--- config.mk ---
export PLATFORM = sky130hd
export DESIGN_NAME = snes_poll_sequencer
export DESIGN_NICKNAME = d
export VERILOG_FILES = /design/src/rtl/snes_poll_sequencer_pkg.sv /design/src/rtl/snes_poll_sequencer_tick_gen.sv /design/src/rtl/snes_poll_sequencer.sv
export SDC_FILE = /design/constraint.sdc
export NUM_CORES = 1
export LEC_CHECK = 0
export CORE_UTILIZATION = 30
export CTS_BUF_LIST = sky130_fd_sc_hd__clkbuf_8
export DETAILED_ROUTE_END_ITERATION = 7
export GPL_ROUTABILITY_DRIVEN = 0
export GPL_TIMING_DRIVEN = 0
export PLACE_DENSITY = 0.56
export SLEW_MARGIN = 20
export SYNTH_ARGS = -nofsm -noshare
export SYNTH_HDL_FRONTEND = slang
export SYNTH_HIERARCHICAL = 1
export SYNTH_SLANG_ARGS = --single-unit
--- constraint.sdc ---
create_clock -name PCLK -period 5.7 [get_ports PCLK]
set_input_delay 1.14 -clock PCLK [delete_from_list [all_inputs] [get_ports PCLK]]
set_output_delay 1.14 -clock PCLK [all_outputs]
set_load 0.1 [all_outputs]
--- src/rtl/snes_poll_sequencer_pkg.sv ---
// Shared definitions for the controller poll sequencer: FSM encoding,
// per-state tick counts and button bit positions within the published word.
package snes_pkg;

    typedef enum logic [2:0] {
        IDLE   = 3'd0,
        LATCH  = 3'd1,
        GAP    = 3'd2,
        CLK_LO = 3'd3,
        CLK_HI = 3'd4,
        DONE   = 3'd5
    } state_e;

    localparam int LATCH_TICKS = 2;
    localparam int GAP_TICKS   = 1;

    localparam int BTN_B      = 0;
    localparam int BTN_Y      = 1;
    localparam int BTN_SELECT = 2;
    localparam int BTN_START  = 3;
    localparam int BTN_UP     = 4;
    localparam int BTN_DOWN   = 5;
    localparam int BTN_LEFT   = 6;
    localparam int BTN_RIGHT  = 7;
    localparam int BTN_A      = 8;
    localparam int BTN_X      = 9;
    localparam int BTN_L      = 10;
    localparam int BTN_R      = 11;

endpackage

--- src/rtl/snes_poll_sequencer_tick_gen.sv ---
// Half-period tick generator: one-cycle pulse every HALF_DIV clocks,
// held at phase zero while clr is high.
module ctrl_tick_gen #(
    parameter int HALF_DIV = 600
) (
    input  logic PCLK,
    input  logic PRESET,
    input  logic clr,
    output logic tick
);
    localparam int CW = $clog2(HALF_DIV);

    logic [CW-1:0] cnt_q, cnt_d;

    assign tick = (cnt_q == CW'(HALF_DIV - 1));

    always_comb begin
        cnt_d = cnt_q + CW'(1);
        if (clr || tick) cnt_d = '0;
    end

    always_ff @(posedge PCLK or posedge PRESET) begin
        if (PRESET) cnt_q <= '0;
        else        cnt_q <= cnt_d;
    end

endmodule

--- src/rtl/snes_poll_sequencer.sv ---
// Serial game-controller poll sequencer: latch, clock pulses, per-bit sampling, button word.
// Defining SNES_AUTOPOLL_EN adds a free-running timer that triggers a poll every POLL_TICKS ticks.
module snes_poll_sequencer
    import snes_pkg::*;
#(
    parameter int HALF_DIV   = 600,
    parameter int NUM_BITS   = 16,
    parameter int POLL_TICKS = 2778
) (
    input  logic                PCLK,
    input  logic                PRESET,
    input  logic                poll_start,
    input  logic                contRead,
    output logic                contWrite,
    output logic                contCLK,
    output logic [NUM_BITS-1:0] buttons,
    output logic                data_valid,
    output logic                busy
);
    localparam int BW = (NUM_BITS > 1) ? $clog2(NUM_BITS) : 1;

    state_e              state_q, state_d;
    logic [1:0]          sync_q;
    logic [NUM_BITS-1:0] shift_q, buttons_q;
    logic [BW-1:0]       bit_q;
    logic [1:0]          tcnt_q;
    logic                dv_q, busy_q;
    logic                tick, auto_trig, accept, last_tick, sample, last_bit;

    ctrl_tick_gen #(.HALF_DIV(HALF_DIV)) u_tick (
        .PCLK   (PCLK),
        .PRESET (PRESET),
        .clr    (state_q == IDLE),
        .tick   (tick)
    );

`ifdef SNES_AUTOPOLL_EN
    localparam int PW = (POLL_TICKS > 1) ? $clog2(POLL_TICKS) : 1;

    logic          ftick;
    logic [PW-1:0] timer_q;

    // Separate free-running tick so the poll period is independent of the FSM.
    ctrl_tick_gen #(.HALF_DIV(HALF_DIV)) u_poll_tick (
        .PCLK   (PCLK),
        .PRESET (PRESET),
        .clr    (1'b0),
        .tick   (ftick)
    );

    assign auto_trig = ftick && (timer_q == PW'(POLL_TICKS - 1));

    always_ff @(posedge PCLK or posedge PRESET) begin
        if (PRESET)         timer_q <= '0;
        else if (auto_trig) timer_q <= '0;
        else if (ftick)     timer_q <= timer_q + PW'(1);
    end
`else
    localparam int unused_poll_ticks = POLL_TICKS;
    assign auto_trig = 1'b0;
`endif

    assign accept    = (state_q == IDLE) && !busy_q && (poll_start || auto_trig);
    assign last_bit  = (bit_q == BW'(NUM_BITS - 1));
    assign last_tick = tick && (((state_q == LATCH) && (tcnt_q == 2'(LATCH_TICKS - 1))) ||
                                ((state_q == GAP)   && (tcnt_q == 2'(GAP_TICKS - 1)))   ||
                                (state_q == CLK_LO) || (state_q == CLK_HI));
    assign sample    = last_tick && ((state_q == GAP) || (state_q == CLK_HI));

    always_ff @(posedge PCLK or posedge PRESET) begin
        if (PRESET) state_q <= IDLE;
        else        state_q <= state_d;
    end

    always_comb begin
        state_d = state_q;
        case (state_q)
            IDLE:   if (accept)    state_d = LATCH;
            LATCH:  if (last_tick) state_d = GAP;
            GAP:    if (last_tick) state_d = last_bit ? DONE : CLK_LO;
            CLK_LO: if (last_tick) state_d = CLK_HI;
            CLK_HI: if (last_tick) state_d = last_bit ? DONE : CLK_LO;
            DONE:                  state_d = IDLE;
            default:               state_d = IDLE;
        endcase
    end

    always_comb begin
        contWrite = (state_q == LATCH);
        contCLK   = (state_q != CLK_LO);
    end

    // Bits land at shift[bit_q]; bit_q starts at 0 for the post-latch sample and saturates.
    always_ff @(posedge PCLK or posedge PRESET) begin
        if (PRESET) begin
            sync_q    <= 2'b11;
            shift_q   <= '1;
            buttons_q <= '0;
            bit_q     <= '0;
            tcnt_q    <= '0;
            dv_q      <= 1'b0;
            busy_q    <= 1'b0;
        end else begin
            sync_q <= {sync_q[0], contRead};
            dv_q   <= (state_q == DONE);
            if (state_d != state_q) tcnt_q <= '0;
            else if (tick)          tcnt_q <= tcnt_q + 2'd1;
            if (accept) begin
                busy_q  <= 1'b1;
                shift_q <= '1;
                bit_q   <= '0;
            end else if (dv_q) begin
                busy_q  <= 1'b0;
            end
            if (sample) begin
                shift_q[bit_q] <= sync_q[1];
                if (!last_bit) bit_q <= bit_q + BW'(1);
            end
            if (state_q == DONE) buttons_q <= ~shift_q;
        end
    end

    assign buttons    = buttons_q;
    assign data_valid = dv_q;
    assign busy       = busy_q;

endmodule
==> impl_results.md <==
- First-pass GRT wire length: about 9700 microns
- Headroom to the max-slew limit: between 30% and 40%
- Busiest layer in global routing: met2
- RSZ-0062 raised after global routing: no
- Routed len/inst: between 10 and 15 microns
- Worst hold path endpoint: sync_q[1]
- Crit path required time: about 4600 ps
- Vias in the first global route: roughly 1900
- Critical path's slowest cell: clkdlybuf4s50_1
- DPL Wire Length: 3900 microns
- #FFs+latches synth: 55
- Worst setup EP type: output port
- Starting Density: roughly 31%
- Synth async-reset ratio: 100%
- Adder-cell area share of the yosys netlist: approximately 3.2%
- CTS resizes: 0
- R2r endpoint: shift_q[3]
- Remaining Overflow, GRT: 0
- Post-route insts no fill: just under 400
- Max-cap violations: 0
- Synth Net Count: ~270
- Fin area: ~0.0032 sq mm
- Via/cell ratio: ~5
- Hold Path Stages: 0
- Hold Crit Class: flop to flop
- Initial DRC count: around 90
- Status: finished clean
- Setup TNS: 0 ps
- Leakage power: 0.00142 uW
- Total global routing track utilization: around an eighth
- Largest net degree at the start of global routing: 33
- Yosys warning total: 6
- Die outline height: slightly below 100 microns
- Flop2flop setup slack: 3250 ps
- Clock root cell: clkbuf_8
- Pwr Total: between 600 and 700 uW
- Family with the most delay on the worst path: buffers and inverters
- PwrDens: between 150 and 200 mW/mm^2
- Clk_lat worst skew: 310 ps
- Met2 GRT Util: around a fifth
- Diodes inserted: 0
- Hold_sp: sync_q[0]
- Die Wd: 97.1 microns
- Mux share of post-synthesis cell area: approximately 7.4%
- CTS tree: done
- Num CTS Buffers: 5
- Setup violators final: 0
- CTS HTree Levels: 2
- Post-synth EDFFs: 0
- Avg Inst Size Synth: between 10 and 15 sq um
- Placed insts: roughly 400
- Drt first pass iters: 4
- Critical path type: flop to output port
- Post-Syn Area: 0.00272 sq mm
- Maximum clock rate: between 200 and 300 MHz
- Fin Hold WS: about 360 ps
- Buffers on Ports: 23
- Register area share after synthesis: between 50% and 60%
- Post-synthesis xor/xnor area fraction: less than 1%
- Crit-path max FO: 10
- Reg2reg start: u_tick/cnt_q[7]
- Row count: 34
- I/O Pins: 24
- Remaining antenna violation count: 0
- Crit path buffers/inverters: 2
- Synth Area in Compound Gates: about an eighth
- Fin Clk Skew: ~9.6 ps
- Vias: 1953
- Die area: 0.00944 sq mm
- Core region area: 0.00872 sq mm
- Post-CTS Hold Buffers: 0
- Clk sinks: 55
- Worst EP arrival: 2370 ps
- Slew Viols, Final: 0
- Cells after Synth: 258
- Initial antenna violation count: 0
- Critical Path, Cell by Cell: buf_2, nand2b_1, nor2_1, clkdlybuf4s50_1
- Simple-gate share of the synthesized area: between 20 and 25%
- CP peak stage delay: roughly 1200 ps
- Slew of the pin with the lowest slew margin: between 900 and 1000 ps
- Count of cell types in the netlist: 45
- Maximum buffer depth of the clock tree: 2
- Layout cells sized above 1: between 10% and 20%
- Peak supply drop: 0.0000843 V
- Clock period minus worst slack: between 3000 and 4000 ps
- Routed Wire Length: 5530 microns
- Met3 track demand over resource: around 2.7%
- Dpl cell area: 0.00310 sq mm
- Met1 Usage GRT: between 15 and 20%
- # nets final: 300
- Largest family of logic cells by synthesized area: simple AND/OR/NAND/NOR gates
- P&R area growth vs syn: 17.5%
- CTS clk-pin slew, worst paths: 100 ps
- Hold Vio Cnt, Final: 0
- Register-to-Register Path Depth: 8
- Worst Setup Start Kind: flop
- Synth Flop Type: dfrtp_1
- Period utilisation layout: a little over 60%
- Remaining DRCs: 0
- Setup Fix Bufs, Post-CTS: 0
-- worst max-delay path by stage --
stage,cells after the start,start,end,slack [ps]
2_1_floorplan,3,state_q[0],contWrite,2630
3_3_place_gp,2,PRESET,buttons[13],2500
3_5_place_dp,4,state_q[0],contWrite,2550
4_1_cts,4,state_q[0],contWrite,2180
5_1_grt,4,state_q[0],contWrite,2010
6_report,4,state_q[0],contWrite,2190
-- where the power goes --
part	total, uW	internal [uW]	switching [uW]
sequential	393	392	0.776
clock	218	85.9	132
combinational	13.0	3.60	9.40
-- routing by layer --
metal  routed length [microns]  part of all wire [%]
met1                      2770                    50
met2                      2470                    45
met3                       155                   2.8
met4                       136                   2.5
met5                         0                     0
-- final cells by class --
class / count / area, sq um
Clock inverter: 3 / 20.0
Multi-Input combinational cell: 177 / 1190
Fill cell: 879 / 5530
Inverter: 13 / 48.8
Clock buffer: 5 / 68.8
Timing Repair Buffer: 24 / 250
Buffer: 13 / 72.6
Sequential cell: 55 / 1400
Tap cell: 108 / 135
-- through the flow --
step / worst slack [ps] / util, %
detailed placement: 2550 / 35.6
finish: 2190 / 36.6
floorplan: 2630 / -
global route: 2010 / 36.6
global placement: 2500 / 35.3
CTS: 2180 / 36.6
-- synth_stat cells, types with 4 or more instances --
library cell	instances	area [sq um]
o21ai_1	4	20.0
nor2_1	9	33.8
ha_1	7	87.6
mux2_1	13	146
inv_1	13	48.8
nand2_1	26	97.6
nand2b_1	21	131
o211ai_1	6	45.0
dfrtp_1	37	926
a21oi_1	4	20.0
nand3_1	19	95.1
clkbuf_1	6	22.5
or3_1	5	31.3
dfstp_2	18	473
o21ai_0	21	105
-- state kept, by name, indices dropped and copies added, names as in the netlist --
name and flops:
buttons 16, shift_q 16, u_tick/cnt_q 10, bit_q 4
state_q 3, sync_q 2, tcnt_q 2, busy 1
data_valid 1
-- logic make-up (layout without fill, tap and decap cells) --
family                   count (synthesis)  count (layout)
XOR/XNOR                                 3               3
AO/OA/AOI/OAI                           49              49
multiplexers                            17              17
buffers and inverters                   26              58
flip-flops                              55              55
AND/OR/NAND/NOR                        101             101
adder cells (fa/ha/maj)                  7               7
-- cells in the final DEF (no fill, tap or decap), types with 2 or more instances in the layout --
master,n
nor2_1,9
inv_1,12
buf_6,2
o21ai_1,4
ha_1,7
mux2_1,13
nor2b_1,2
or3_1,5
nand3_1,19
o311ai_1,2
clkinvlp_4,2
nand4_2,3
o211ai_1,6
and3_1,2
nand2_1,26
clkdlybuf4s50_1,23
and2b_1,2
a31o_1,2
buf_2,3
o31ai_1,2
o21ai_0,21
clkbuf_8,5
nand4_1,3
xnor2_1,3
a31oi_1,2
dfstp_2,18
nor3_1,2
mux2_4,3
dfrtp_1,37
nand2b_1,21
clkbuf_1,6
a21oi_1,4
Note: power is estimated with default switching activity, not from simulation.
